`src/rtl/alu_rr_scheduler.sv`:
```
// Round-robin front end that shares one pipelined 16-bit ALU among NREQ requesters.
// Divide-by-zero is answered locally; every other op is launched and its result is collected LAT edges later.
`timescale 1ns/1ps
module alu_rr_scheduler #(
    parameter int NREQ = 4,
    parameter int LAT  = 4,
    parameter int IDW  = 2
) (
    input  logic                 c,
    input  logic                 r,
    input  logic [NREQ-1:0]      req_valid,
    output logic [NREQ-1:0]      req_ready,
    input  logic [4*NREQ-1:0]    req_op,
    input  logic [16*NREQ-1:0]   req_x,
    input  logic [16*NREQ-1:0]   req_y,
    output logic [3:0]           alu_s,
    output logic [15:0]          alu_x,
    output logic [15:0]          alu_y,
    input  logic [31:0]          alu_z,
    output logic                 rsp_valid,
    input  logic                 rsp_ready,
    output logic [IDW-1:0]       rsp_id,
    output logic [31:0]          rsp_data,
    output logic                 rsp_err,
    output logic                 busy
);

    localparam int CW = (LAT > 1) ? $clog2(LAT) : 1;

    typedef enum logic [1:0] {
        IDLE = 2'd0,
        EXEC = 2'd1,
        RESP = 2'd2
    } state_t;

    state_t          state_q, state_d;
    logic [IDW-1:0]  ptr_q, ptr_d;
    logic [CW-1:0]   cnt_q, cnt_d;
    logic [3:0]      alu_s_q, alu_s_d;
    logic [15:0]     alu_x_q, alu_x_d;
    logic [15:0]     alu_y_q, alu_y_d;
    logic            rsp_valid_q, rsp_valid_d;
    logic [IDW-1:0]  rsp_id_q, rsp_id_d;
    logic [31:0]     rsp_data_q, rsp_data_d;
    logic            rsp_err_q, rsp_err_d;
    logic            busy_q, busy_d;

    logic [2*NREQ-1:0] dbl_s;
    logic [NREQ-1:0]   rot_s;
    logic              found_s;
    logic [IDW-1:0]    off_s;
    logic [IDW:0]      sum_s;
    logic [IDW-1:0]    win_s;
    logic [IDW-1:0]    nxt_ptr_s;
    logic [3:0]        op_s;
    logic [15:0]       x_s;
    logic [15:0]       y_s;
    logic              div0_s;

    // Rotating the valid vector by ptr turns the round-robin search into a plain lowest-index search.
    assign dbl_s = {req_valid, req_valid} >> ptr_q;
    assign rot_s = dbl_s[NREQ-1:0];

    // Lowest set bit of the rotated vector; walking downwards lets the smallest offset win.
    always_comb begin
        found_s = 1'b0;
        off_s   = '0;
        for (int k = NREQ - 1; k >= 0; k--) begin
            off_s   = rot_s[k] ? IDW'(k) : off_s;
            found_s = found_s | rot_s[k];
        end
    end

    assign sum_s     = {1'b0, ptr_q} + {1'b0, off_s};
    assign win_s     = (sum_s >= (IDW+1)'(NREQ)) ? IDW'(sum_s - (IDW+1)'(NREQ)) : sum_s[IDW-1:0];
    assign nxt_ptr_s = (win_s == IDW'(NREQ - 1)) ? '0 : win_s + IDW'(1);

    // Operand mux for the current winner.
    always_comb begin
        op_s = 4'd0;
        x_s  = 16'd0;
        y_s  = 16'd0;
        for (int i = 0; i < NREQ; i++) begin
            op_s = (win_s == IDW'(i)) ? req_op[4*i +: 4]  : op_s;
            x_s  = (win_s == IDW'(i)) ? req_x[16*i +: 16] : x_s;
            y_s  = (win_s == IDW'(i)) ? req_y[16*i +: 16] : y_s;
        end
    end

    assign div0_s    = (op_s == 4'd3) && (y_s == 16'd0);
    assign req_ready = (r && (state_q == IDLE) && found_s) ? ({{(NREQ-1){1'b0}}, 1'b1} << win_s) : '0;

    // Next-state and next-output logic for the IDLE/EXEC/RESP sequence.
    always_comb begin
        state_d     = state_q;
        ptr_d       = ptr_q;
        cnt_d       = cnt_q;
        alu_s_d     = alu_s_q;
        alu_x_d     = alu_x_q;
        alu_y_d     = alu_y_q;
        rsp_valid_d = rsp_valid_q;
        rsp_id_d    = rsp_id_q;
        rsp_data_d  = rsp_data_q;
        rsp_err_d   = rsp_err_q;
        case (state_q)
            IDLE: begin
                if (found_s) begin
                    ptr_d    = nxt_ptr_s;
                    rsp_id_d = win_s;
                    if (div0_s) begin
                        rsp_err_d   = 1'b1;
                        rsp_data_d  = 32'd0;
                        rsp_valid_d = 1'b1;
                        state_d     = RESP;
                    end else begin
                        alu_s_d = op_s;
                        alu_x_d = x_s;
                        alu_y_d = y_s;
                        cnt_d   = CW'(LAT - 1);
                        state_d = EXEC;
                    end
                end else begin
                    state_d = IDLE;
                end
            end
            EXEC: begin
                if (cnt_q == '0) begin
                    rsp_data_d  = alu_z;
                    rsp_err_d   = 1'b0;
                    rsp_valid_d = 1'b1;
                    state_d     = RESP;
                end else begin
                    cnt_d = cnt_q - CW'(1);
                end
            end
            RESP: begin
                if (rsp_ready) begin
                    rsp_valid_d = 1'b0;
                    state_d     = IDLE;
                end else begin
                    state_d = RESP;
                end
            end
            default: begin
                state_d = IDLE;
            end
        endcase
        busy_d = (state_d != IDLE);
    end

    // State and output registers; everything clears with the ALU on r.
    always_ff @(negedge c or negedge r) begin
        if (!r) begin
            state_q     <= IDLE;
            ptr_q       <= '0;
            cnt_q       <= '0;
            alu_s_q     <= 4'd0;
            alu_x_q     <= 16'd0;
            alu_y_q     <= 16'd0;
            rsp_valid_q <= 1'b0;
            rsp_id_q    <= '0;
            rsp_data_q  <= 32'd0;
            rsp_err_q   <= 1'b0;
            busy_q      <= 1'b0;
        end else begin
            state_q     <= state_d;
            ptr_q       <= ptr_d;
            cnt_q       <= cnt_d;
            alu_s_q     <= alu_s_d;
            alu_x_q     <= alu_x_d;
            alu_y_q     <= alu_y_d;
            rsp_valid_q <= rsp_valid_d;
            rsp_id_q    <= rsp_id_d;
            rsp_data_q  <= rsp_data_d;
            rsp_err_q   <= rsp_err_d;
            busy_q      <= busy_d;
        end
    end

    assign alu_s     = alu_s_q;
    assign alu_x     = alu_x_q;
    assign alu_y     = alu_y_q;
    assign rsp_valid = rsp_valid_q;
    assign rsp_id    = rsp_id_q;
    assign rsp_data  = rsp_data_q;
    assign rsp_err   = rsp_err_q;
    assign busy      = busy_q;

endmodule

```
`config.mk`:
```
export PLATFORM = sky130hd
export DESIGN_NAME = alu_rr_scheduler
export DESIGN_NICKNAME = d
export VERILOG_FILES = /design/src/rtl/alu_rr_scheduler.sv
export SDC_FILE = /design/constraint.sdc
export NUM_CORES = 1
export LEC_CHECK = 0
export BUFFER_PORTS_ARGS = -buffer_cell sky130_fd_sc_hd__clkbuf_2
export CORE_MARGIN = 4
export CORE_UTILIZATION = 32
export DETAILED_ROUTE_END_ITERATION = 16
export PLACE_DENSITY = 0.7
export SKIP_LAST_GASP = 1
export SYNTH_ARGS = -nofsm -noshare
export SYNTH_HDL_FRONTEND = slang
export SYNTH_SLANG_ARGS = --single-unit
```
`constraint.sdc`:
```
create_clock -name c -period 10.19 [get_ports c]
set_input_delay 0.5095 -clock c [delete_from_list [all_inputs] [get_ports c]]
set_output_delay 0.5095 -clock c [all_outputs]
set_load 0.05 [all_outputs]
```
Word level (Yosys, flattened, before mapping):

Cells that the tools add are included.

* register bits after elaboration: 79
* output and inout bits: 77
* logic and storage cells: 88

* order comparisons: 1
* shift operators: 2
* bitwise operators: 4
* $add $sub $neg: 4
* reduce and logical (&&, ||, !) cells: 15
* eq/ne operators: 12
* mux-type cells: 39

Operators by type and width (count)
* 2-to-1 mux 16 bit: 8
* 2-to-1 mux 32 bit: 3
* case mux 32 bit (2 select lines): 1
* 2-to-1 mux 2 bit: 13
* 2-to-1 mux 4 bit: 5
* zero test 16 bit: 1
* != test 2 bit (second input constant): 6
* AND reduction 4 bit: 2
* >> shifter 8 x 2 -> 4 bit: 1
* equality test 2 bit (second input constant): 3
* zero test 2 bit: 3
* case mux 2 bit (3 select lines): 1
* 2-to-1 mux 1 bit: 5
* AND reduction 5 bit: 1
* equality test 2 x 1 -> 1 bit (second input constant): 2
* equality test 4 x 2 -> 1 bit (second input constant): 1
* case mux 2 bit (2 select lines): 1
* nonzero test 2 bit: 2
* << shifter 1 x 2 -> 4 bit (first input constant): 1
* subtractor 2 x 1 -> 2 bit (second input constant): 2
* adder 2 x 2 -> 3 bit: 1
* greater-or-equal comparator 3 bit (second input constant): 1
* logical AND 1 bit: 3
* OR 1 bit: 3
* 7 further kinds: 7

Depth between registers and ports, before layout:

* depth after elaboration: 19
* gate-level depth with buffers: 21
* mapped depth without buffers: 16

==> out/results.txt <==
For the pin with the worst max-slew slack, the measured transition is 1060 ps. The logs give 0.290 for the tightest slew margin relative to the limit and 0 for the hold-fix buffer count after cts. The antenna cell count is 0. The placer congestion estimate was 0.871. Width of the chip: 132 um. The type of the tightest min-delay check is reg -> reg. The logs give 0 for the max-capacitance violation count and 0 for the total congestion overflow. The layout has 1550 filler cells. The root buffer cell chosen for the clock tree is clkbuf_16. The run gives 13.6 mm as the post-DP HPWL. After clock tree synthesis, the clock-pin slew on the worst setup and hold paths is 40 ps. The tools report the number of distinct library cells after synthesis as 50. The number of synthesized register bits was 79; the number of antenna violations at the first check in global routing was 0. Yosys attributes the largest share of cell area to dfrtn_1, a221oi_1, a22oi_1.

Setup repair after global routing left no endpoint under its margin. CTS built an H-tree with a depth of 3. The number of global-route vias before repair came out at 5359.

During synthesis, Yosys emitted a total of 0 warnings. The number of clock buffers added by TritonCTS is 9. After floorplanning, the core was divided into 45 placement rows. Post-synthesis sequential area ratio: 0.400. The clock net in this run drives a total of 79 sinks.

The detail-routed via count per cell works out to 5.61. From synthesis to final layout, the design area changed by 34.3%. The mapped netlist covers 4940 um^2. The total count of max-transition violations in the final report came out at 0. The cell count after synthesis was 574; the count of port buffers added during placement was 259. Setup total negative slack on the finished layout was measured at 0 ps. Counting stages on the worst path, the most repeated cell is o21ai_0.

The average cell area after synthesis is 8.61 um^2, and the share of cell area taken by muxes after synthesis is 0.00202. The flow ran to the end, and the final reports show no timing, DRC or antenna violations. The top fanout value on the critical path is 32, and the post-route DRC violation count is 0. For this design, the slowest cell found on the critical path is or4_1.

After synthesis, the largest family of logic cells by area is compound AO/OA/AOI/OAI gates. The first detailed-routing pass ran for 4 iterations. Dividing the detail-routed wire length by the instance count gives 18.4 um.

For the worst setup path, the data arrival time is 4810 ps. The post-synthesis simple-gate area fraction was 0.193. In this run the cell area measured after placement is 6380 um^2.

The number of post-CTS setup repair buffers was 0; the core outline area was 15100 um^2. Share of Yosys cell area claimed by the top area cell type: 0.400. Final standard cell count with taps included and fillers excluded: 995. Counting both buffers and inverters, the worst setup path holds a total of 4. The parity-gate share of the synthesized area counting xor and xnor cells came out at 0.00531. Once layout is done, the placed cells without fillers occupy 6640 um^2. The worst setup path is launched from a primary input. On the worst path, the slowest cell contributes a delay of 670 ps. The library cell occupying the most area in the post-synthesis netlist was dfrtn_1.

Combined area of the multi-input logic cells: 2680 um^2. The number of nets handed over by synthesis was 763. For the post-route antenna net violation count, the log shows 0.

The number of placed instances, taps included, is 980. The tools report the hold violation count in the final report as 0. Critical path start-end classification: in -> reg. The cell type group with the largest total delay on the critical path is simple AND/OR/NAND/NOR gates.

The wire length after detailed routing is 18.3 mm, and the first-pass GRT wire length is 28.8 mm. The adder-cell share of the synthesized area was 0.0152; the pin count of the biggest net entering global routing was 47. The total routing usage reported by global routing is 0.203, and the share of the synthesized area in compound gates (AO/OA/AOI/OAI) is 0.322. The effective utilization at floorplan was 0.326. Traced cell by cell, the critical path runs through clkbuf_2 -> inv_1 -> or3_1 -> o21ai_0 -> o21ai_0 -> o221ai_1 -> ha_1 -> xor2_1 -> xnor2_1 -> inv_1 -> ha_1 -> or2_1 -> a221oi_1 -> o22ai_1 -> or4_1 -> nor4_2 -> buf_4 -> o21ai_0.

The share of post-route cells with drive strength above 1 works out to 0.372. After the first detailed-routing iteration, the DRC count stood at 380. In this run, synthesis inferred 0 flip-flops with an integrated enable.

For the net count reported at finish, the log shows 992. The final clock skew was 7.04 ps; the total number of vias was 5583. The count of boundary I/O pins is 260. For this run, the leading register cell type out of synthesis is dfrtn_1. Post-CTS repair changed the size of 0 cells. The critical path capture point type was a register.

Counting along the longest clock path gives a buffer depth of 2. The clock reaches the later pin of the worst-skew pair after 340 ps. The floorplan step defined a die boundary enclosing 17500 um^2. TritonCTS built the clock tree. In the final layout, flip-flops and latches occupy 1980 um^2. Setup violations remaining at the end of the flow were counted as 0. For the worst setup path, the data required time is 5260 ps. The die span in y was 132 um; the share of synthesized flip-flops with an asynchronous set or reset was 1.00.
==> Yosys cell counts (all sizes together), types with 3 or more instances <==
master  instances
nand2          48
ha              6
o21a            3
nor2            7
a211o          15
o32ai          17
a21oi          24
and3            4
nand2b          3
o21ai          45
a221o           4
nor2b          19
a221oi         33
buf            12
inv            12
nand3          21
clkbuf         48
o22ai          25
a22oi          33
a31oi          18
or3            22
dfrtn          79
nand3b          4
nor3           47
==> layout by cell type (no fill, tap or decap), drive strengths merged, types with 2 or more instances in the layout <==
cell,n
a211o,15
a21oi,24
a221o,4
a221oi,33
a22oi,33
a31oi,18
and3,4
buf,20
clkbuf,268
clkinv,2
clkinvlp,3
dfrtn,79
ha,6
inv,12
nand2,48
nand2b,3
nand3,21
nand3b,4
nor2,7
nor2b,19
nor3,47
nor4,2
o21a,3
o21ai,45
o22ai,25
o31ai,2
o32a,2
o32ai,17
or2,2
or3,22
or4,2
xnor2,2
==> worst reg2reg max path, stage by stage (launching register included) <==
cell      delay (ps)
dfrtn_1          580
or3_1            160
o21ai_0           70
o21ai_0          140
o221ai_1         130
ha_1             210
xor2_1           150
xnor2_1          340
inv_1            140
ha_1             230
or2_1            430
a221oi_1         420
o22ai_1          150
or4_1            670
nor4_2           350
buf_4            350
o21ai_0          160
==> per-layer routing <==
layer  share of wire  global-route usage  vias to the layer above  routed length [um]
met3           0.080              0.0508                       27                1470
met4           0.021              0.0652                        0                 382
li1                -                   -                     2686                   -
met1            0.43               0.272                     2594                7910
met5               0                   0                        -                   0
met2            0.47               0.322                      276                8570
==> worst paths after layout <==
| kind | to | slack, ps | depth (start not counted) | startpoint |
|---|---|---|---|---|
| max | rsp_data[4] | 450 | 18 | req_valid[1] |
| min | rsp_id[0] | 440 | 2 | rsp_id[0] |
| max reg2reg | rsp_data[4] | 5330 | 16 | ptr_q[0] |
| min reg2reg | rsp_id[0] | 440 | 2 | rsp_id[0] |
| max in group asynchronous | alu_y[2] | 4020 | 2 | r |
| min in group asynchronous | rsp_data[4] | 5150 | 1 | r |
==> per-stage QoR <==
stage,utilization,worst slack [ps],hold slack (ps)
2_1_floorplan,-,758,422
3_3_place_gp,0.421,236,439
3_5_place_dp,0.421,132,443
4_1_cts,0.438,483,443
5_1_grt,0.438,75.4,471
6_report,0.438,446,439
==> layout make-up <==
class	instances	share of cell area
Timing Repair Buffer	278	0.217
Sequential cell	79	0.298
Multi-Input combinational cell	423	0.403
Clock buffer	10	0.0345
Clock inverter	5	0.00546
Inverter	12	0.00678
Tap cell	188	0.0354
==> cell families after synthesis <==
logic type | count (synthesis)
AO/OA/AOI/OAI | 228
AND/OR/NAND/NOR | 185
flip-flops | 79
buffers and inverters | 72
adder cells (fa/ha/maj) | 6
XOR/XNOR | 3
multiplexers | 1
==> state kept, by name, indices dropped and copies added, names as in the netlist <==
| name | count |
|---|---|
| ptr_q | 2 |
| rsp_valid | 1 |
| busy | 1 |
| alu_y | 16 |
| rsp_err | 1 |
| state_q | 2 |
| alu_s | 4 |
| alu_x | 16 |
| cnt_q | 2 |
| rsp_id | 2 |
| rsp_data | 32 |
Power is not shown: default switching activity piles up to over one toggle a cycle in this logic, so the estimate is an artifact.
